$ cat src/rtl/bcd_pkg.sv
// Shared BCD constants, digit type and a validity helper used by the counter
// datapath and its per-digit step logic.
package bcd_pkg;

  localparam int BCD_W = 4;

  typedef logic [BCD_W-1:0] bcd_digit_t;

  localparam bcd_digit_t BCD_MAX = 4'd9;
  localparam bcd_digit_t BCD_MIN = 4'd0;

  function automatic logic bcd_is_valid(input bcd_digit_t d);
    return (d <= BCD_MAX);
  endfunction

endpackage

$ cat src/rtl/bcd_counter_if.sv
// Control/data bundle of the BCD counter: the master drives the controls and
// the load value, the slave (the counter) returns the count and two pulses.
interface bcd_counter_if #(
  parameter int DIGITS = 4
) ();

  logic                clear;
  logic                load;
  logic [4*DIGITS-1:0] load_val;
  logic                en;
  logic                up;
  logic [4*DIGITS-1:0] count;
  logic                carry;
  logic                load_err;

  // No valid/ready handshake: every control is sampled on each rising clock
  // edge and all outputs are registered, changing one edge after the inputs.
  modport master (
    output clear, load, load_val, en, up,
    input  count, carry, load_err
  );

  modport slave (
    input  clear, load, load_val, en, up,
    output count, carry, load_err
  );

endinterface

$ cat src/rtl/bcd_digit.sv
// Combinational next value of one BCD digit; step_i/step_o form the ripple
// carry (counting up) or borrow (counting down) chain between digits.
module bcd_digit
  import bcd_pkg::*;
(
  input  bcd_digit_t digit_i,
  input  logic       up_i,
  input  logic       step_i,
  output bcd_digit_t digit_o,
  output logic       step_o
);

  always_comb begin
    digit_o = digit_i;
    step_o  = 1'b0;
    if (!bcd_is_valid(digit_i)) begin
      // Unreachable in stored state; forced back into range without a step.
      digit_o = BCD_MIN;
    end else if (step_i) begin
      if (up_i) begin
        if (digit_i == BCD_MAX) begin
          digit_o = BCD_MIN;
          step_o  = 1'b1;
        end else begin
          digit_o = digit_i + 4'd1;
        end
      end else begin
        if (digit_i == BCD_MIN) begin
          digit_o = BCD_MAX;
          step_o  = 1'b1;
        end else begin
          digit_o = digit_i - 4'd1;
        end
      end
    end
  end

endmodule

$ cat src/rtl/bcd_counter.sv
// Multi-digit registered BCD up/down counter with synchronous clear, sanitised
// parallel load, and one-cycle wrap (carry) and bad-load (load_err) pulses.
module bcd_counter
  import bcd_pkg::*;
#(
  parameter int DIGITS = 4
) (
  input  logic          clk,
  input  logic          reset_n,
  bcd_counter_if.slave  bus
);

  localparam int W = BCD_W * DIGITS;

  logic [W-1:0]      count_q, count_d;
  logic [W-1:0]      step_val;
  logic [W-1:0]      load_clean;
  logic [DIGITS:0]   step;
  logic [DIGITS-1:0] load_bad;
  logic              carry_q, carry_d;
  logic              load_err_q, load_err_d;

  // Digit 0 always steps; the enable is applied at the register.
  assign step[0] = 1'b1;

  genvar g;
  generate
    for (g = 0; g < DIGITS; g++) begin : g_digit
      bcd_digit u_digit (
        .digit_i (count_q[g*BCD_W +: BCD_W]),
        .up_i    (bus.up),
        .step_i  (step[g]),
        .digit_o (step_val[g*BCD_W +: BCD_W]),
        .step_o  (step[g+1])
      );

      assign load_bad[g] = !bcd_is_valid(bus.load_val[g*BCD_W +: BCD_W]);
      assign load_clean[g*BCD_W +: BCD_W] =
        load_bad[g] ? BCD_MIN : bus.load_val[g*BCD_W +: BCD_W];
    end
  endgenerate

  always_comb begin
    count_d    = count_q;
    carry_d    = 1'b0;
    load_err_d = 1'b0;
    if (bus.clear) begin
      count_d = '0;
    end else if (bus.load) begin
      count_d    = load_clean;
      load_err_d = |load_bad;
    end else if (bus.en) begin
      count_d = step_val;
      carry_d = step[DIGITS];
    end
  end

  always_ff @(posedge clk or negedge reset_n) begin
    if (!reset_n) begin
      count_q    <= '0;
      carry_q    <= 1'b0;
      load_err_q <= 1'b0;
    end else begin
      count_q    <= count_d;
      carry_q    <= carry_d;
      load_err_q <= load_err_d;
    end
  end

  assign bus.count    = count_q;
  assign bus.carry    = carry_q;
  assign bus.load_err = load_err_q;

endmodule

$ cat src/flat_wrapper.sv
// flat-port wrapper written by rule: the top's interface ports become plain ports
module bcd_counter_flat import bcd_pkg::*;
#(
  parameter int DIGITS = 4
)
  (clk, reset_n, bus_clear, bus_load, bus_load_val, bus_en, bus_up, bus_count, bus_carry, bus_load_err);
  bcd_counter_if #(.DIGITS(DIGITS)) bus_i ();
  input  logic clk;
  input  logic reset_n;
  input wire logic [$bits(bus_i.clear)-1:0] bus_clear;
  input wire logic [$bits(bus_i.load)-1:0] bus_load;
  input wire logic [$bits(bus_i.load_val)-1:0] bus_load_val;
  input wire logic [$bits(bus_i.en)-1:0] bus_en;
  input wire logic [$bits(bus_i.up)-1:0] bus_up;
  output wire logic [$bits(bus_i.count)-1:0] bus_count;
  output wire logic [$bits(bus_i.carry)-1:0] bus_carry;
  output wire logic [$bits(bus_i.load_err)-1:0] bus_load_err;
  assign bus_i.clear = bus_clear;
  assign bus_i.load = bus_load;
  assign bus_i.load_val = bus_load_val;
  assign bus_i.en = bus_en;
  assign bus_i.up = bus_up;
  assign bus_count = bus_i.count;
  assign bus_carry = bus_i.carry;
  assign bus_load_err = bus_i.load_err;
  bcd_counter #(.DIGITS(DIGITS)) u_core (.clk(clk), .reset_n(reset_n), .bus(bus_i));
endmodule
$ cat config.mk
export PLATFORM = sky130hd
export DESIGN_NAME = bcd_counter_flat
export DESIGN_NICKNAME = d
export VERILOG_FILES = /design/src/rtl/bcd_pkg.sv /design/src/rtl/bcd_counter_if.sv /design/src/rtl/bcd_digit.sv /design/src/rtl/bcd_counter.sv /design/src/flat_wrapper.sv
export SDC_FILE = /design/constraint.sdc
export NUM_CORES = 1
export LEC_CHECK = 0
export CAP_MARGIN = 20
export CORE_MARGIN = 4
export CORE_UTILIZATION = 26
export CTS_BUF_LIST = sky130_fd_sc_hd__clkbuf_8 sky130_fd_sc_hd__clkbuf_16
export CTS_CLUSTER_SIZE = 16
export DETAILED_ROUTE_END_ITERATION = 6
export DONT_BUFFER_PORTS = 1
export HOLD_SLACK_MARGIN = 0.15
export PLACE_DENSITY = 0.45
export REMOVE_ABC_BUFFERS = 1
export SETUP_SLACK_MARGIN = 0.5
export SKIP_LAST_GASP = 1
export SLEW_MARGIN = 20
export SYNTH_ARGS = -nofsm -noshare
export SYNTH_HDL_FRONTEND = slang
export SYNTH_SLANG_ARGS = --single-unit
$ cat constraint.sdc
create_clock -name clk -period 3.3 [get_ports clk]
set_input_delay 0.495 -clock clk [delete_from_list [all_inputs] [get_ports clk]]
set_output_delay 0.495 -clock clk [all_outputs]
set_load 0.01 [all_outputs]
== Word-level counts from Yosys, hierarchy flattened ==
Cells that the tools add are included.

* Add/sub/neg operators: 8
* $lt $le $gt $ge: 8
* Equal/unequal tests: 7
* Multiplexer cells: 50
* Reduce and logical (&&, ||, !) cells: 13

{| class="wikitable"
|+ Operator list
! kind !! count
|-
| 2-to-1 mux 4 bit || 23
|-
| 2-to-1 mux 16 bit || 3
|-
| <= comparator 4 bit, second input constant || 8
|-
| 2-to-1 mux 1 bit || 24
|-
| adder 4 x 1 -> 4 bit, second input constant || 4
|-
| == test 4 bit, second input constant || 4
|-
| logical NOT 4 bit || 4
|-
| subtractor 4 x 1 -> 4 bit, second input constant || 4
|-
| inequality test 4 x 3 -> 1 bit, second input constant || 3
|-
| AND reduction 2 bit || 3
|-
| logical NOT 1 bit || 4
|-
| OR reduction 4 bit || 1
|-
| nonzero test 3 bit || 1
|}

* Flip-flop bits (word level): 18
* Input port bits: 22
* Output and inout port bits: 18
* Word-level logic and storage cells: 92

== Logic depth before layout (Yosys ltp) ==
* Word-level depth: 13
* Gate-level depth with buffers: 7
* Mapped depth without buffers: 5

== Cells and area by module ==
A second synthesis with hierarchy kept.

* Cells, all modules: 247
* Area total of the unflattened synthesis: 2010.7 sq um

{| class="wikitable"
|+ Modules (own cells, without submodules)
! module !! times used !! cells an instance !! area an instance (sq um) !! seq. area each (sq um)
|-
| bcd_digit || 4 || 37 || 259.0 || 0.0
|-
| bcd_counter || 1 || 99 || 974.7 || 450.4
|}

== Least setup slack after synthesis ==
OpenSTA, ideal clock, no wires.

* Kind: input to register
* Start: in bus_load
* End: reg u_core.count_q[10], in the netlist u_core.bus.count[10]
* Setup time: 125 ps
* Arrival time: 1635 ps
* Data required time: 3175 ps
* Slack: 1540 ps
* Stages on the path: 5
* Buffers on the path: 2
* Cells stage by stage: buf_2 > or2_1 > buf_2 > a221oi_4 > mux2_4

* Longest elaborated chain between the ends: 2
* Elaborated cells on any way between the ends: 5
* Classes of those cells: eq/ne (1); mux (2); reduce/logical (2)

{| class="wikitable"
|+ RTL lines
! item !! line !! source
|-
| from (decl) || flat_wrapper.sv:11 || <nowiki>input wire logic [$bits(bus_i.load)-1:0] bus_load;</nowiki>
|-
| inequality test 4 x 3 -> 1 bit (no line) (tied with other cells) || - ||
|-
| AND reduction 2 bit (no line) or 2-to-1 mux 16 bit (tied branches) || - ||
|-
| to (signal assigned) || bcd_counter.sv:64 || <nowiki>count_q <= count_d;</nowiki>
|-
| to (decl) || bcd_counter.sv:15 || <nowiki>logic [W-1:0] count_q, count_d;</nowiki>
|}

Parallel ways exist; a longest one is shown, timed or not.
A chain may end at the register's enable or synchronous reset.

== Final worst setup path ==
* Start: reg u_core.count_q[0], in the netlist u_core.bus.count[0]
* End: reg u_core.count_q[8], in the netlist u_core.bus.count[8]

* Longest elaborated chain between the ends: 8
* Elaborated cells on any way between the ends: 11
* Classes of those cells: order compare (1); eq/ne (2); mux (6); reduce/logical (2)

{| class="wikitable"
|+ RTL lines
! item !! line !! source
|-
| == test 4 bit or logical NOT 4 bit (tied branches) || bcd_digit.sv:21, bcd_digit.sv:28 ||
|-
| 2-to-1 mux 1 bit (on tied branches) || bcd_digit.sv:21, bcd_digit.sv:28 ||
|-
| 2-to-1 mux 1 bit || bcd_digit.sv:20 || <nowiki>if (up_i) begin</nowiki>
|-
| 2-to-1 mux 1 bit (*) || bcd_digit.sv:16 || <nowiki>if (!bcd_is_valid(digit_i)) begin</nowiki>
|-
| 2-to-1 mux 1 bit (*) || bcd_digit.sv:19 || <nowiki>end else if (step_i) begin</nowiki>
|-
| 2-to-1 mux 1 bit (*) || bcd_digit.sv:16 ||
|-
| inequality test 4 x 3 -> 1 bit (no line) (*) || - ||
|-
| AND reduction 2 bit (no line) (*) || - ||
|}

Every way passes the cells marked *; elsewhere a longest branch is shown, timed or not.

==> results.yml <==
yosys:
  synth-seq-cells: 18
  syn-instance-count: 219
  async_flop_share_pct: 100
  seq_area_frac_synth_pct: 25.4
  synth_cell_types: 63
  netlist_area_sq_um: 1770
  synth_flop_cell: "dfrtp_1"
  yosysWarnings: 0
  syn_area_per_cell_sq_um: 8.08
  synth-edff-count: 0
setup_path:
  path_buf_inv: 0
  cp-end-kind: "flip-flop"
  cp.required_ps: 3440
  crit_type: "reg -> reg"
  r2r-end: "u_core.bus.count[8]$_DFFE_PN0P_"
  worstReg2RegStart: "u_core.bus.count[0]$_DFFE_PN0P_"
  cp_cell_sequence: "or2_1 > nand4b_4 > nand2_2 > a221oi_4 > mux2_4"
  worst-path-max-fanout: 15
  path_delay_family: "flip-flops"
  crit_path_start_kind: "flip-flop"
  r2r_cells: 5
  max_stage_delay_ps: 630
  rrSetupSlack_ps: 1390
  worstPathArrival_ps: 2060
  cpMaxStageDelayCell: "dfrtp_1"
sta:
  hold_viol: 0
  worst_pin_slew_ps: 865
  final-setup-viol-count: 0
  period_share_pct: 58.0
  period_needed_ps: 1910
  fmax_mhz: 523
  final.setup.tns_ps: 0
  finalClockSkew_ps: 3.49
  maxSlewViolCount: 0
  rsz0062_at_grt: "no"
  slew_headroom_pct: 42.1
  final.setup.worst_slack_ps: 1390
pwr:
  swShare_pct: 34.2
  power_leakage_nw: 0.676
  peakVddDrop_v: 0.000129
  p_sw_mw: 0.219
  share_comb_of_total_power_pct: 23.6
  pwr_density_cell_nw_per_um2: 354
  p_seq_share_pct: 47.7
  p_int_mw: 0.422
  power_frac_clock_pct: 28.6
  power_mw: 0.641
min_path:
  hold_end: "u_core.bus.count[0]$_DFFE_PN0P_"
  hold_start: "bus_clear"
  whs_path_depth: 1
  min_path_type: "in -> reg"
cts:
  insertion_delay_ps: 250
  cts_root_buffer: "clkbuf_8"
  cts_tree: "yes"
  htreeDepth: 1
  post_cts_buffers: 0
  cts_max_path_buffers: 2
  cts_hold_buf: 1
  cts.sinks: 18
  cts_resized: 0
  cts-buffers-inserted: 3
  path_clk_slew_ps: 70
global_route:
  grt_pass1_wl_um: 8230
  grt_pass1_vias: 1529
  overflow: 0
  antenna_found_initial: 0
  grt_max_degree: 33
  track_usage_pct: 12.3
placed_design:
  placed_cell_area_sq_um: 1750
  port-buffer-count: 0
  place.gp.congestion: 0.734
  post-place-ws_ps: 1390
  dp_hpwl_um: 3620
drt:
  wl_um: 4960
  drtIter0Drc: 76
  first_pass_iters: 4
  avgRoutedWirePerCell_um: 17.9
  vias: 1571
  drc: 0
  viasPerCell: 5.67
  drtAntennaViolNets: 0
floorplanning:
  die-area_sq_um: 8190
  io_pins: 40
  std_cell_rows: 29
  core_area_sq_um: 6490
  die_h_um: 90.5
  start_util_pct: 27.3
  die_w_um: 90.5
layout:
  fillers: 725
  fin_area_sq_um: 1810
  layout-drive-gt1-share_pct: 10.5
  final-seq-area_sq_um: 450
  multi_input_area_sq_um: 1170
  n_antenna_cell: 0
  layout.nets: 223
  area_growth_pct: 2.26
run:
  maxCapViolations: 0
run_status:
  status: "complete, no violations"
## power groups by stage
stage | combinational, mW | clock [mW] | sequential [mW]
floorplan | 0.127 | 0 | 0.292
global route | 0.173 | 0.200 | 0.314
detailed placement | 0.148 | 0 | 0.311
finish | 0.152 | 0.184 | 0.306
global placement | 0.148 | 0 | 0.311
CTS | 0.154 | 0.188 | 0.307
## worst max-delay path by stage
stage                     cells after the start                            start  slack [ps]                          endpoint
after CTS                                     5  u_core.bus.count[0]$_DFFE_PN0P_        1380   u_core.bus.count[8]$_DFFE_PN0P_
after global placement                        5  u_core.bus.count[0]$_DFFE_PN0P_        1380   u_core.bus.count[8]$_DFFE_PN0P_
after global routing                          5  u_core.bus.count[0]$_DFFE_PN0P_        1250   u_core.bus.count[9]$_DFFE_PN0P_
final                                         5  u_core.bus.count[0]$_DFFE_PN0P_        1390   u_core.bus.count[8]$_DFFE_PN0P_
after floorplan                               5  u_core.bus.count[0]$_DFFE_PN0P_        1530  u_core.bus.count[10]$_DFFE_PN0P_
after detailed placement                      5  u_core.bus.count[0]$_DFFE_PN0P_        1390   u_core.bus.count[8]$_DFFE_PN0P_
## cell usage in the layout (no fill, tap or decap), drive strengths merged, types with 5 or more instances in the layout
master and count:
a21oi 16, a31oi 5, dfrtp 18, inv 7, mux2 7, nand2 16, nand3 6, nor2 17
nor3 8, nor4 5, o21ai 21
## cell type report
cell class                      count  share of cell area, %
Multi-Input combinational cell    170                   64.8
Timing Repair Buffer                1                  0.553
Inverter                            7                   1.45
Sequential cell                    18                   24.9
Clock buffer                        4                   3.04
Tap cell                           77                   5.32
## layer usage
metal	global-route usage [%]	part of all wire [%]
met3	3.67	6.2
met2	18.2	43
met1	17.3	50
met5	0	0
met4	2.81	0.42
## registers in the layout, indices dropped and copies added, names as in the netlist
signal and cells:
u_core.bus.load_err 1, u_core.bus.count 16, u_core.bus.carry 1
## kinds of logic (layout without fill, tap and decap cells)
group	after synthesis	in the layout	share of synthesized area, %
simple gates	80	80	26.9
compound gates	76	76	30.5
buf+inv	31	12	8.34
xor+xnor	6	6	2.97
flops	18	18	25.4
mux	8	8	5.87
## per-stage QoR
step	utilization [%]	std cells	hold WS, ps
floorplan	-	195	199
global placement	26.9	272	201
detailed placement	26.9	272	200
CTS	27.9	277	297
global route	27.9	277	295
finish	27.9	277	297
## synthesized netlist by cell type (all sizes together), types with 2 or more instances
library cell	n	share of area [%]
a221oi	3	2.5
and2	2	0.85
a41oi	2	0.99
o2bb2ai	2	0.99
nand3b	2	0.85
o21ai	21	5.9
a22o	3	1.5
nand2	16	3.5
nor3b	3	1.6
nand3	6	1.7
nor4	5	1.8
and4b	2	1.1
dfrtp	18	25
o31ai	4	1.7
nand4b	4	2.8
clkbuf	8	1.7
xnor2	4	2.0
xor2	2	0.99
buf	16	5.2
a311oi	2	0.99
nor2	17	3.9
or2	2	0.71
nor2b	2	1.1
a31oi	5	1.8
nand2b	4	1.4
mux2	7	5.3
and3	2	0.71
nor3	8	2.3
o21a	2	0.85
a2bb2oi	2	0.99
nor4b	2	0.99
o211ai	2	0.85
inv	7	1.5
a21oi	16	5.2
(Power assumes the default switching activity.)
